--- src/rtl/set_pkg.sv ---
// set_pkg: shared state, field and target codes for the setting-mode controller
package set_pkg;
    typedef enum logic [1:0] {RUN, SET_T, XFER, SET_A} state_t;
    typedef enum logic [1:0] {F_NONE = 2'd0, F_H = 2'd1, F_M = 2'd2, F_S = 2'd3} field_t;
    typedef enum logic {T_TIME = 1'b0, T_ALARM = 1'b1} target_t;

    // Strobe order: {H_UP, H_DOWN, M_UP, M_DOWN, S_UP, S_DOWN}
    function automatic logic [5:0] step_decode(field_t f, logic up, logic dn);
        return {f == F_H && up, f == F_H && dn, f == F_M && up, f == F_M && dn,
                f == F_S && up, f == F_S && dn};
    endfunction
endpackage

--- src/rtl/set_ctrl_if.sv ---
// set_ctrl_if: debounced key inputs and adjust-counter control outputs of set_ctrl
interface set_ctrl_if;
    logic       TICK, K_MODE, K_SEL, K_INC, K_DEC;
    logic       SETTING, TARGET, LOAD, COMMIT;
    logic [1:0] FIELD;
    logic       H_UP, H_DOWN, M_UP, M_DOWN, S_UP, S_DOWN;

    modport master(
        output TICK, K_MODE, K_SEL, K_INC, K_DEC,
        input  SETTING, TARGET, LOAD, COMMIT, FIELD,
        input  H_UP, H_DOWN, M_UP, M_DOWN, S_UP, S_DOWN
    );
    modport slave(
        input  TICK, K_MODE, K_SEL, K_INC, K_DEC,
        output SETTING, TARGET, LOAD, COMMIT, FIELD,
        output H_UP, H_DOWN, M_UP, M_DOWN, S_UP, S_DOWN
    );
endinterface

--- src/rtl/key_step_gen.sv ---
// key_step_gen: INC/DEC edge detect with hold counter and TICK-paced auto-repeat
module key_step_gen #(
    parameter int REPEAT_DLY = 4,
    parameter int TW         = 8
) (
    input  logic i_clk,
    input  logic i_rst,
    input  logic i_tick,
    input  logic i_inc,
    input  logic i_dec,
    output logic o_step_up,
    output logic o_step_dn
);
    logic          r_inc_q, r_dec_q;
    logic [TW-1:0] r_hold;
    logic          w_one, w_rise, w_rpt;

    assign w_one     = i_inc ^ i_dec;
    assign w_rise    = (i_inc & ~r_inc_q) | (i_dec & ~r_dec_q);
    assign w_rpt     = i_tick & (r_hold == TW'(REPEAT_DLY));
    assign o_step_up = w_one & i_inc & (w_rise | w_rpt);
    assign o_step_dn = w_one & i_dec & (w_rise | w_rpt);

    // Hold counter restarts on a fresh single-key press and parks at REPEAT_DLY
    always_ff @(posedge i_clk) begin
        if (i_rst) begin
            r_inc_q <= 1'b0;
            r_dec_q <= 1'b0;
            r_hold  <= '0;
        end else begin
            r_inc_q <= i_inc;
            r_dec_q <= i_dec;
            r_hold  <= (!w_one || w_rise) ? '0 :
                       (i_tick && r_hold != TW'(REPEAT_DLY)) ? r_hold + 1'b1 : r_hold;
        end
    end
endmodule

--- src/rtl/set_ctrl.sv ---
// set_ctrl: setting-mode sequencer driving LOAD/COMMIT/TARGET, field select and
// H/M/S step strobes for the adjust counters
module set_ctrl
    import set_pkg::*;
#(
    parameter int REPEAT_DLY    = 4,
    parameter int TIMEOUT_TICKS = 80,
    parameter int TW            = 8
) (
    input  logic       CP,
    input  logic       CR,
    set_ctrl_if.slave  bus
);
    state_t        r_state;
    field_t        r_field;
    target_t       r_target;
    logic          r_mode_q, r_sel_q;
    logic          r_setting, r_load, r_commit;
    logic [5:0]    r_strb;
    logic [TW-1:0] r_idle;
    logic          w_up, w_dn, w_mode_rise, w_sel_rise, w_in_set, w_quiet, w_timeout, w_step_ok;

    key_step_gen #(.REPEAT_DLY(REPEAT_DLY), .TW(TW)) u_step (
        .i_clk    (CP),
        .i_rst    (CR),
        .i_tick   (bus.TICK),
        .i_inc    (bus.K_INC),
        .i_dec    (bus.K_DEC),
        .o_step_up(w_up),
        .o_step_dn(w_dn)
    );

    assign w_mode_rise = bus.K_MODE & ~r_mode_q;
    assign w_sel_rise  = bus.K_SEL & ~r_sel_q;
    assign w_in_set    = (r_state == SET_T) || (r_state == SET_A);
    assign w_quiet     = ~(w_mode_rise | w_sel_rise | bus.K_INC | bus.K_DEC);
    assign w_timeout   = w_in_set & w_quiet & bus.TICK & (r_idle == TW'(TIMEOUT_TICKS - 1));
    assign w_step_ok   = w_in_set & ~w_mode_rise & ~w_sel_rise;

    always_ff @(posedge CP) begin
        if (CR) begin
            r_state   <= RUN;
            r_field   <= F_NONE;
            r_target  <= T_TIME;
            r_mode_q  <= 1'b0;
            r_sel_q   <= 1'b0;
            r_setting <= 1'b0;
            r_load    <= 1'b0;
            r_commit  <= 1'b0;
            r_strb    <= '0;
            r_idle    <= '0;
        end else begin
            r_mode_q <= bus.K_MODE;
            r_sel_q  <= bus.K_SEL;
            r_load   <= 1'b0;
            r_commit <= 1'b0;
            r_strb   <= w_step_ok ? step_decode(r_field, w_up, w_dn) : '0;
            r_idle   <= (!w_in_set || !w_quiet) ? '0 :
                        (bus.TICK && r_idle != TW'(TIMEOUT_TICKS)) ? r_idle + 1'b1 : r_idle;
            case (r_state)
                RUN: begin
                    r_target <= T_TIME;
                    if (w_mode_rise) begin
                        r_state   <= SET_T;
                        r_load    <= 1'b1;
                        r_field   <= F_H;
                        r_setting <= 1'b1;
                    end
                end
                XFER: begin
                    r_state  <= SET_A;
                    r_load   <= 1'b1;
                    r_target <= T_ALARM;
                    r_field  <= F_H;
                end
                SET_T, SET_A: begin
                    // Final commit from SET_A drops SETTING in the same cycle
                    if (w_mode_rise) begin
                        r_commit  <= 1'b1;
                        r_state   <= (r_state == SET_T) ? XFER : RUN;
                        r_setting <= (r_state == SET_T);
                        r_field   <= (r_state == SET_T) ? r_field : F_NONE;
                    end else if (w_timeout) begin
                        r_state   <= RUN;
                        r_field   <= F_NONE;
                        r_target  <= T_TIME;
                        r_setting <= 1'b0;
                    end else if (w_sel_rise) begin
                        r_field <= (r_field == F_S) ? F_H : field_t'(r_field + 2'd1);
                    end
                end
            endcase
        end
    end

    assign bus.SETTING = r_setting;
    assign bus.TARGET  = r_target;
    assign bus.LOAD    = r_load;
    assign bus.COMMIT  = r_commit;
    assign bus.FIELD   = r_field;
    assign {bus.H_UP, bus.H_DOWN, bus.M_UP, bus.M_DOWN, bus.S_UP, bus.S_DOWN} = r_strb;
endmodule
--- src/flat_wrapper.sv ---
// flat-port wrapper written by rule: the top's interface ports become plain ports
module set_ctrl_flat import set_pkg::*;
#(
    parameter int REPEAT_DLY    = 4,
    parameter int TIMEOUT_TICKS = 80,
    parameter int TW            = 8
)
  (CP, CR, bus_TICK, bus_K_MODE, bus_K_SEL, bus_K_INC, bus_K_DEC, bus_SETTING, bus_TARGET, bus_LOAD, bus_COMMIT, bus_FIELD, bus_H_UP, bus_H_DOWN, bus_M_UP, bus_M_DOWN, bus_S_UP, bus_S_DOWN);
  set_ctrl_if bus_i ();
  input  logic CP;
  input  logic CR;
  input wire logic [$bits(bus_i.TICK)-1:0] bus_TICK;
  input wire logic [$bits(bus_i.K_MODE)-1:0] bus_K_MODE;
  input wire logic [$bits(bus_i.K_SEL)-1:0] bus_K_SEL;
  input wire logic [$bits(bus_i.K_INC)-1:0] bus_K_INC;
  input wire logic [$bits(bus_i.K_DEC)-1:0] bus_K_DEC;
  output wire logic [$bits(bus_i.SETTING)-1:0] bus_SETTING;
  output wire logic [$bits(bus_i.TARGET)-1:0] bus_TARGET;
  output wire logic [$bits(bus_i.LOAD)-1:0] bus_LOAD;
  output wire logic [$bits(bus_i.COMMIT)-1:0] bus_COMMIT;
  output wire logic [$bits(bus_i.FIELD)-1:0] bus_FIELD;
  output wire logic [$bits(bus_i.H_UP)-1:0] bus_H_UP;
  output wire logic [$bits(bus_i.H_DOWN)-1:0] bus_H_DOWN;
  output wire logic [$bits(bus_i.M_UP)-1:0] bus_M_UP;
  output wire logic [$bits(bus_i.M_DOWN)-1:0] bus_M_DOWN;
  output wire logic [$bits(bus_i.S_UP)-1:0] bus_S_UP;
  output wire logic [$bits(bus_i.S_DOWN)-1:0] bus_S_DOWN;
  assign bus_i.TICK = bus_TICK;
  assign bus_i.K_MODE = bus_K_MODE;
  assign bus_i.K_SEL = bus_K_SEL;
  assign bus_i.K_INC = bus_K_INC;
  assign bus_i.K_DEC = bus_K_DEC;
  assign bus_SETTING = bus_i.SETTING;
  assign bus_TARGET = bus_i.TARGET;
  assign bus_LOAD = bus_i.LOAD;
  assign bus_COMMIT = bus_i.COMMIT;
  assign bus_FIELD = bus_i.FIELD;
  assign bus_H_UP = bus_i.H_UP;
  assign bus_H_DOWN = bus_i.H_DOWN;
  assign bus_M_UP = bus_i.M_UP;
  assign bus_M_DOWN = bus_i.M_DOWN;
  assign bus_S_UP = bus_i.S_UP;
  assign bus_S_DOWN = bus_i.S_DOWN;
  set_ctrl #(.REPEAT_DLY(REPEAT_DLY), .TIMEOUT_TICKS(TIMEOUT_TICKS), .TW(TW)) u_core (.CP(CP), .CR(CR), .bus(bus_i));
endmodule
--- config.mk ---
export PLATFORM = sky130hd
export DESIGN_NAME = set_ctrl_flat
export DESIGN_NICKNAME = d
export VERILOG_FILES = /design/src/rtl/set_pkg.sv /design/src/rtl/set_ctrl_if.sv /design/src/rtl/key_step_gen.sv /design/src/rtl/set_ctrl.sv /design/src/flat_wrapper.sv
export SDC_FILE = /design/constraint.sdc
export NUM_CORES = 1
export LEC_CHECK = 0
export ABC_AREA = 1
export BUFFER_PORTS_ARGS = -buffer_cell sky130_fd_sc_hd__buf_2
export CORE_MARGIN = 8
export CORE_UTILIZATION = 55
export DETAILED_ROUTE_END_ITERATION = 7
export PLACE_DENSITY_LB_ADDON = 0.08
export SYNTH_ARGS = -nofsm -noshare
export SYNTH_HDL_FRONTEND = slang
export SYNTH_SLANG_ARGS = --single-unit
--- constraint.sdc ---
create_clock -name CP -period 2.6 [get_ports CP]
set_input_delay 0 -clock CP [delete_from_list [all_inputs] [get_ports CP]]
set_output_delay 0 -clock CP [all_outputs]
set_load 0.005 [all_outputs]
==> flow_summary.yaml, run 1 <==
min_path:
  worstHoldPathType: "reg2reg"
pwr:
  report.power.total_w: 0.00118
  irDropWorstVdd_v: 0.000385
  power.density_nw_per_um2: 593
  power.leakage_nw: 0.828
worst_setup_path:
  end_kind: "flip-flop"
  startpoint_type: "flip-flop"
  crit_arrival_ps: 1710
  worstPathRequired_ps: 2840
  worstSetupPathType: "reg2reg"
  cp_max_fo: 10
timing:
  final.min_clock_period_ps: 1460
  holdWs_ps: 475
  tightest_slew_ps: 397
  setup_total_negative_slack_ps: 0
  final-hold-violation-count: 0
  clock.fmax_ghz: 0.683
  final.setup.worst_slack_ps: 1140
  layout_worst_path_cycle_share_pct: 56.3
  slew_viol_final: 0
  report.final.setup_viol: 0
  rsz_0062_raised_after_global_routing: "no"
  max_slew_margin_pct: 73.5
  skew_ps: 8.18
global_route:
  grt_start_max_net_pins: 14
  gr-total-overflow: 0
  number_of_antenna_violations_at_the_first_check_in_global_routing: 0
  globalRouteTotalUtil_pct: 14.5
  grt_first_pass_wirelength_um: 5910
  grt_pass1_vias: 1381
synthesis:
  synth_area_in_compound_gates_pct: 10.8
  synth_top_cells_by_area: "dfxtp_1 (41%), nand2_1 (7.5%), inv_1 (7.0%), ha_1 (6.8%), a21oi_1 (4.8%)"
  yosys.area_share.xor_xnor_pct: 2.12
  postSynthNetCount: 225
  synth_warnings: 0
  synth_adder_area_share_pct: 6.81
  synth_top_cell_area_share_pct: 41.1
  synthCells: 209
  synth_top_area_cell: "dfxtp_1"
  share_of_cell_area_taken_by_muxes_after_synthesis_pct: 0
  main_combinational_cell_family_by_area_after_synthesis: "simple AND/OR/NAND/NOR gates"
  synth.lib_cells_used.distinct: 30
  synth.ff_latch_count: 34
  synth_simple_gate_area_share_pct: 30.0
  synthesis.area_um2: 1650
  syn_avg_cell_area_um2: 7.91
  synth_sequential_area_ratio_pct: 41.1
route:
  vias_per_cell: 5.24
  antenna_violating_nets_left: 0
  first_pass_iters: 4
  wl_um: 3400
  metal1_wirelength_um: 1400
  routed-wl-met3_um: 190
  detail_route.wl_per_cell_um: 12.3
  routed.top_layer: "met4"
  met2WireLength_um: 1710
  drc_errors: 0
  dr_total_vias: 1445
  drt_first_iter_violations: 101
die:
  floorplan.initialDensity_pct: 56.0
  die_area_um2: 5020
  horizontal_extent_of_the_die_um: 70.8
  pin_count: 19
  rows: 20
  core-area_um2: 2950
  fp.dieH_um: 70.8
clock_tree:
  cts_made_buffers: 5
  clock_latency_ps: 350
  tritoncts: "built"
  deepest_clock_path_buffer_count: 2
  root_buffer: "clkbuf_4"
  cts_max_level: 2
  number_of_cells_upsized_or_downsized_after_cts: 0
  clkSlewWorstSetupHoldPaths_ps: 110
  clock-sinks: 34
place:
  pre_cts_slack_ps: 1160
  hpwlAfterDp_um: 2350
  port_buffers: 18
  routabilityCongestion: 0.858
cells_and_area:
  num-fill-cells: 260
  layout.nets: 258
  share_of_layout_cells_above_drive_strength_1_pct: 22.2
  antennaDiodeCount: 0
  syn_to_final_growth_pct: 19.8
flow_run:
  drv.max_cap_violation_count: 0
status:
  run_status: "completed"
==> kinds of logic (layout without fill, tap and decap cells) <==
family | Yosys count | after routing
compound gates | 31 | 31
xor+xnor | 4 | 4
fa+ha+maj | 9 | 9
buf+inv | 38 | 72
flops | 34 | 34
simple gates | 93 | 93
==> layout make-up <==
type	count	area (µm²)	share of cell area (%)
clock buffer	6	51.3	2.59
clock inverter	2	60.1	3.03
inverter	36	135	6.82
multi-input combinational	137	823	41.5
sequential	34	681	34.3
tap	33	41.3	2.08
timing repair buffer	28	190	9.60
==> synthesized netlist by cell type (all sizes together) <==
cell type and n:
ha 9, xor2 2, a21oi 18, and3 2, or2 1, nor2 18, inv 36, a211oi 1
nand2 39, buf 1, o22ai 1, o21bai 2, xnor2 2, nand3 13, dfxtp 34, nand4 5
nor3 15, clkbuf 1, o21ai 9
==> through the flow <==
stage | util, % | instances | area (µm²)
4_1_cts | 67.1 | 276 | 1980
6_report | 67.1 | 276 | 1980
3_3_place_gp | 60.0 | 258 | 1770
3_5_place_dp | 60.0 | 258 | 1770
2_1_floorplan | - | 209 | 1650
5_1_grt | 67.1 | 276 | 1980
==> timing repair <==
| item | in CTS | in global routing |
|---|---|---|
| buffers inserted | 0 | 0 |
| hold buffers | 10 | 0 |
| endpoints found under the hold margin | 11 | 0 |
==> metal layers <==
metal  global-route usage, %  up-vias
li1                        -      736
met1                    15.1      660
met2                    24.8       36
met4                    7.62        0
met3                    5.37       13
met5                       0        -
==> cell usage in the layout (no fill, tap or decap), drive strengths merged, types with 5 or more instances in the layout <==
master	instances
nand4	5
nand2	39
ha	9
clkbuf	6
inv	36
buf	18
nand3	13
dlygate4sd3	10
a21oi	18
dfxtp	34
nor2	18
o21ai	9
nor3	15
==> flip-flops by register name, indices dropped and copies added (netlist names), named ones only <==
register,count
u_core.bus.FIELD,2
u_core.u_step.r_dec_q,1
u_core.bus.LOAD,1
u_core.bus.SETTING,1
u_core.r_mode_q,1
u_core.r_sel_q,1
u_core.r_idle,8
u_core.r_state,1
u_core.u_step.r_inc_q,1
u_core.u_step.r_hold,8
u_core.bus.COMMIT,1
u_core.r_strb,6
u_core.bus.TARGET,1
==> worst max-delay path, stage by stage (launching register included) <==
cell and delay [ps]:
dfxtp_1 340, inv_1 80, ha_1 190, nand2_1 70, nor3_2 40, nand2_1 90, nand2_2 150, inv_2 120
nand3_1 100, and3_1 180
==> final timing paths <==
path	startpoint	endpoint	slack, ps	cells after the start
max	u_core.u_step.r_hold[0]$_SDFFE_PP0P_	u_core.u_step.r_hold[2]$_SDFFE_PP0P_	1140	9
min	u_core.bus.SETTING$_SDFFE_PP0P_	u_core.bus.SETTING$_SDFFE_PP0P_	470	2
max reg2reg	u_core.u_step.r_hold[0]$_SDFFE_PP0P_	u_core.u_step.r_hold[2]$_SDFFE_PP0P_	1140	9
min reg2reg	u_core.bus.SETTING$_SDFFE_PP0P_	u_core.bus.SETTING$_SDFFE_PP0P_	470	2
==> power breakdown <==
group          internal (W)  total, W  switching (W)
logic             0.0000465  0.000115      0.0000688
registers          0.000535  0.000548      0.0000124
clock network      0.000326  0.000513       0.000188
Note: power is estimated with default switching activity, not from simulation.
==> run 2, diff against run 1 <==
Settings changed: ABC_AREA 1 to 0, CORE_UTILIZATION 55 to 51.
Clock period 2.6 ns to 1.26 ns, I/O delays scaled along.
==> run 2 against run 1 <==
Effect of this change: the run now ends with setup timing left; die area rose by 0.64%; global-route usage rose by 0.87 points; hold slack worse by 420 ps; sequential power rose by 110%; utilization grew 6.5 points; critical path depth shrank 5; sequential share of layout area shrank 2.7 points; first-iteration DRC count down 2.0%; clock skew grew 2.1 ps; critical endpoint is now u_core.r_idle[1]$_SDFFE_PP0P_; largest cell class unchanged.
==> flow_summary.yaml, run 2 <==
status:
  run_status: "complete, but fails checks"
  failed_checks: "setup timing"
timing:
  layout_worst_path_cycle_share_pct: 116
  slew_viol_final: 0
  report.final.setup_viol: 19
  skew_ps: 10.3
  final.setup.worst_slack_ps: -203
  clock.fmax_ghz: 0.684
  final-hold-violation-count: 0
  tightest_slew_ps: 360
  rsz_0062_raised_after_global_routing: "yes"
  max_slew_margin_pct: 75.9
  setup_total_negative_slack_ps: -2870
  final.min_clock_period_ps: 1460
pwr:
  report.power.total_w: 0.00223
  irDropWorstVdd_v: 0.000972
  power.leakage_nw: 0.958
  power.density_nw_per_um2: 1020
min_path:
  hold_end: "u_core.u_step.r_inc_q$_SDFF_PP0_"
  worstHoldPathType: "in2reg"
  timing.hold.worst.start: "bus_K_INC"
  timing.hold.worst_path_depth: 4
cells_and_area:
  final-instance-count-excl-fill: 258
  antennaDiodeCount: 0
  share_of_layout_cells_above_drive_strength_1_pct: 40.0
  num-fill-cells: 217
  top_regs: "u_core.r_idle (8), u_core.u_step.r_hold (8), u_core.r_strb (6)"
  syn_to_final_growth_pct: 41.7
  layout.nets: 240
  most-common-layout-cells: "buf_4 (31), dfxtp_1 (27), nor2_1 (20)"
  layout.cell_area.non_filler_um2: 2190
  layout.cells.most_common: "buf_4"
die:
  rows: 20
  horizontal_extent_of_the_die_um: 71.1
  core-area_um2: 2980
  fp.dieH_um: 71.1
  die_area_um2: 5050
  pin_count: 19
  floorplan.initialDensity_pct: 51.9
global_route:
  number_of_antenna_violations_at_the_first_check_in_global_routing: 0
  globalRouteTotalUtil_pct: 15.4
  grt_pass1_vias: 1417
  grt_first_pass_wirelength_um: 6230
  grt_start_max_net_pins: 12
  gr-total-overflow: 0
worst_setup_path:
  cp_slowest_cell: "or3b_4"
  path_buf_inv: 0
  r2r-start: "u_core.r_idle[7]$_SDFFE_PP0P_"
  critical-path-max-stage-delay_ps: 430
  crit_arrival_ps: 1700
  worstSetupPathType: "reg2reg"
  end_kind: "flip-flop"
  reg_to_reg_endpoint: "u_core.r_idle[1]$_SDFFE_PP0P_"
  path_cells: "or3b_4, o41ai_4, mux2i_1, nor2_1"
  worst-r2r-setup-slack_ps: -200
  cp_max_fo: 3
  worstPathRequired_ps: 1500
  reg2reg_depth: 4
  critical_path_s_top_delay_family: "simple AND/OR/NAND/NOR gates"
  startpoint_type: "flip-flop"
synthesis:
  synth_common_cells: "dfxtp_1 (34), nor2_1 (22), inv_1 (11)"
  synth_warnings: 0
  synth_top_area_cell: "dfxtp_1"
  synth_ff_type: "dfxtp_1"
  synth_most_common_cell: "dfxtp_1"
  synth.lib_cells_used.distinct: 37
  synthesis.area_um2: 1550
  synth_enable_flop_cells: 0
  postSynthNetCount: 181
  syn_avg_cell_area_um2: 9.37
  synth_sequential_area_ratio_pct: 44.0
  synth_top_cells_by_area: "dfxtp_1 (44%), ha_1 (7.3%), nor2_1 (5.3%), xor2_1 (4.5%), and3_1 (3.6%)"
  synthCells: 165
  ys_async_sr_fraction_pct: 0
  synth_top_cell_area_share_pct: 44.0
  synth.ff_latch_count: 34
flow_run:
  drv.max_cap_violation_count: 0
place:
  dpl.cell_count: 243
  routabilityCongestion: 0.870
  pre_cts_slack_ps: -198
  port_buffers: 18
  placedInstanceArea_um2: 1930
  hpwlAfterDp_um: 2590
route:
  drc_errors: 0
  drt_first_iter_violations: 99
  detail_route.wl_per_cell_um: 14.1
  wl_um: 3640
  first_pass_iters: 4
  antenna_violating_nets_left: 0
  vias_per_cell: 5.32
  dr_total_vias: 1372
clock_tree:
  tritoncts: "built"
  cts_max_level: 2
  cts_made_buffers: 5
  clkSlewWorstSetupHoldPaths_ps: 100
  clock-sinks: 34
  root_buffer: "clkbuf_4"
  clock_latency_ps: 340
  deepest_clock_path_buffer_count: 2
## run 2: cell types whose count changed after synthesis, sizes merged, moves of 5 or more
cell	change
nand3	-6
nor2b	+5
o21ai	-8
a21oi	-17
xor2	+6
inv	-25
nor3	-11
nand2	-31
nand2b	+7
nor2	+5
and3	+7
## run 2: kinds of logic (layout without fill, tap and decap cells)
group                      Yosys count  in the layout  synth area share, %
and+or+nand+nor                     74             74                 25.6
DFF                                 34             34                 44.0
AOI/OAI and AO/OA                   17             17                 10.2
buffers and inverters               15             75                 3.72
xor gates and xnor gates            14             14                 7.93
adders and majority gates            9              9                 7.28
muxes                                2              2                 1.29
## run 2: worst max-delay path by stage
stage          cells past startpoint                        endpoint                           from
6_report                           4   u_core.r_idle[1]$_SDFFE_PP0P_  u_core.r_idle[7]$_SDFFE_PP0P_
5_1_grt                            4   u_core.r_idle[1]$_SDFFE_PP0P_  u_core.r_idle[7]$_SDFFE_PP0P_
4_1_cts                            4   u_core.r_idle[1]$_SDFFE_PP0P_  u_core.r_idle[7]$_SDFFE_PP0P_
3_5_place_dp                       4   u_core.r_idle[1]$_SDFFE_PP0P_  u_core.r_idle[7]$_SDFFE_PP0P_
3_3_place_gp                       4  u_core.r_state[0]$_SDFFE_PP0P_  u_core.r_idle[7]$_SDFFE_PP0P_
2_1_floorplan                      4  u_core.bus.TARGET$_SDFFE_PP0P_  u_core.r_idle[6]$_SDFFE_PP0P_
## run 2: report_power, final
| part | switching (W) | internal, W | leakage, nW |
|---|---|---|---|
| clock | 0.000374 | 0.000411 | 0.0450 |
| sequential | 0.0000295 | 0.00111 | 0.280 |
| combinational | 0.000151 | 0.000156 | 0.632 |
| total | 0.000554 | 0.00168 | 0.958 |
## run 2: per-layer routing
layer  up-vias  track usage (%)  wire (µm)
met4         0             7.16         55
met1       638             15.8       1480
li1        686                -          -
met2        42             27.4       1890
met3         6             5.08        220
met5         -                0          0
## run 2: timing repair
| item | in CTS | in global routing |
|---|---|---|
| hold buffers | 5 | 0 |
| pin swaps | 14 | 9 |
| hold endpoints to repair | 5 | 0 |
| setup endpoints to repair | 24 | 24 |
| gates resized for setup | 16 | 11 |
| buffers inserted | 2 | 1 |
## run 2: layout make-up
type	instances	area (µm²)	share of cell area [%]
Tap cell	33	41.3	1.88
Timing Repair Buffer	56	395	18.0
Multi-Input combinational cell	116	942	43.0
Clock inverter	3	40.0	1.83
Inverter	11	41.3	1.88
Clock buffer	5	37.5	1.71
Sequential cell	34	694	31.7
## run 2: per-stage QoR
| step | util (%) | hold WS (ps) |
|---|---|---|
| after CTS | 71.3 | 36.6 |
| after floorplan | - | 128 |
| after global placement | 64.9 | 231 |
| after detailed placement | 64.9 | 243 |
| after global routing | 73.6 | 64.5 |
| final | 73.6 | 59.1 |
## run 2: worst reg2reg max path, cell delays in order (launching register included)
cell and delay (ps):
dfxtp_2 330, or3b_4 430, o41ai_4 320, mux2i_1 240, nor2_1 50
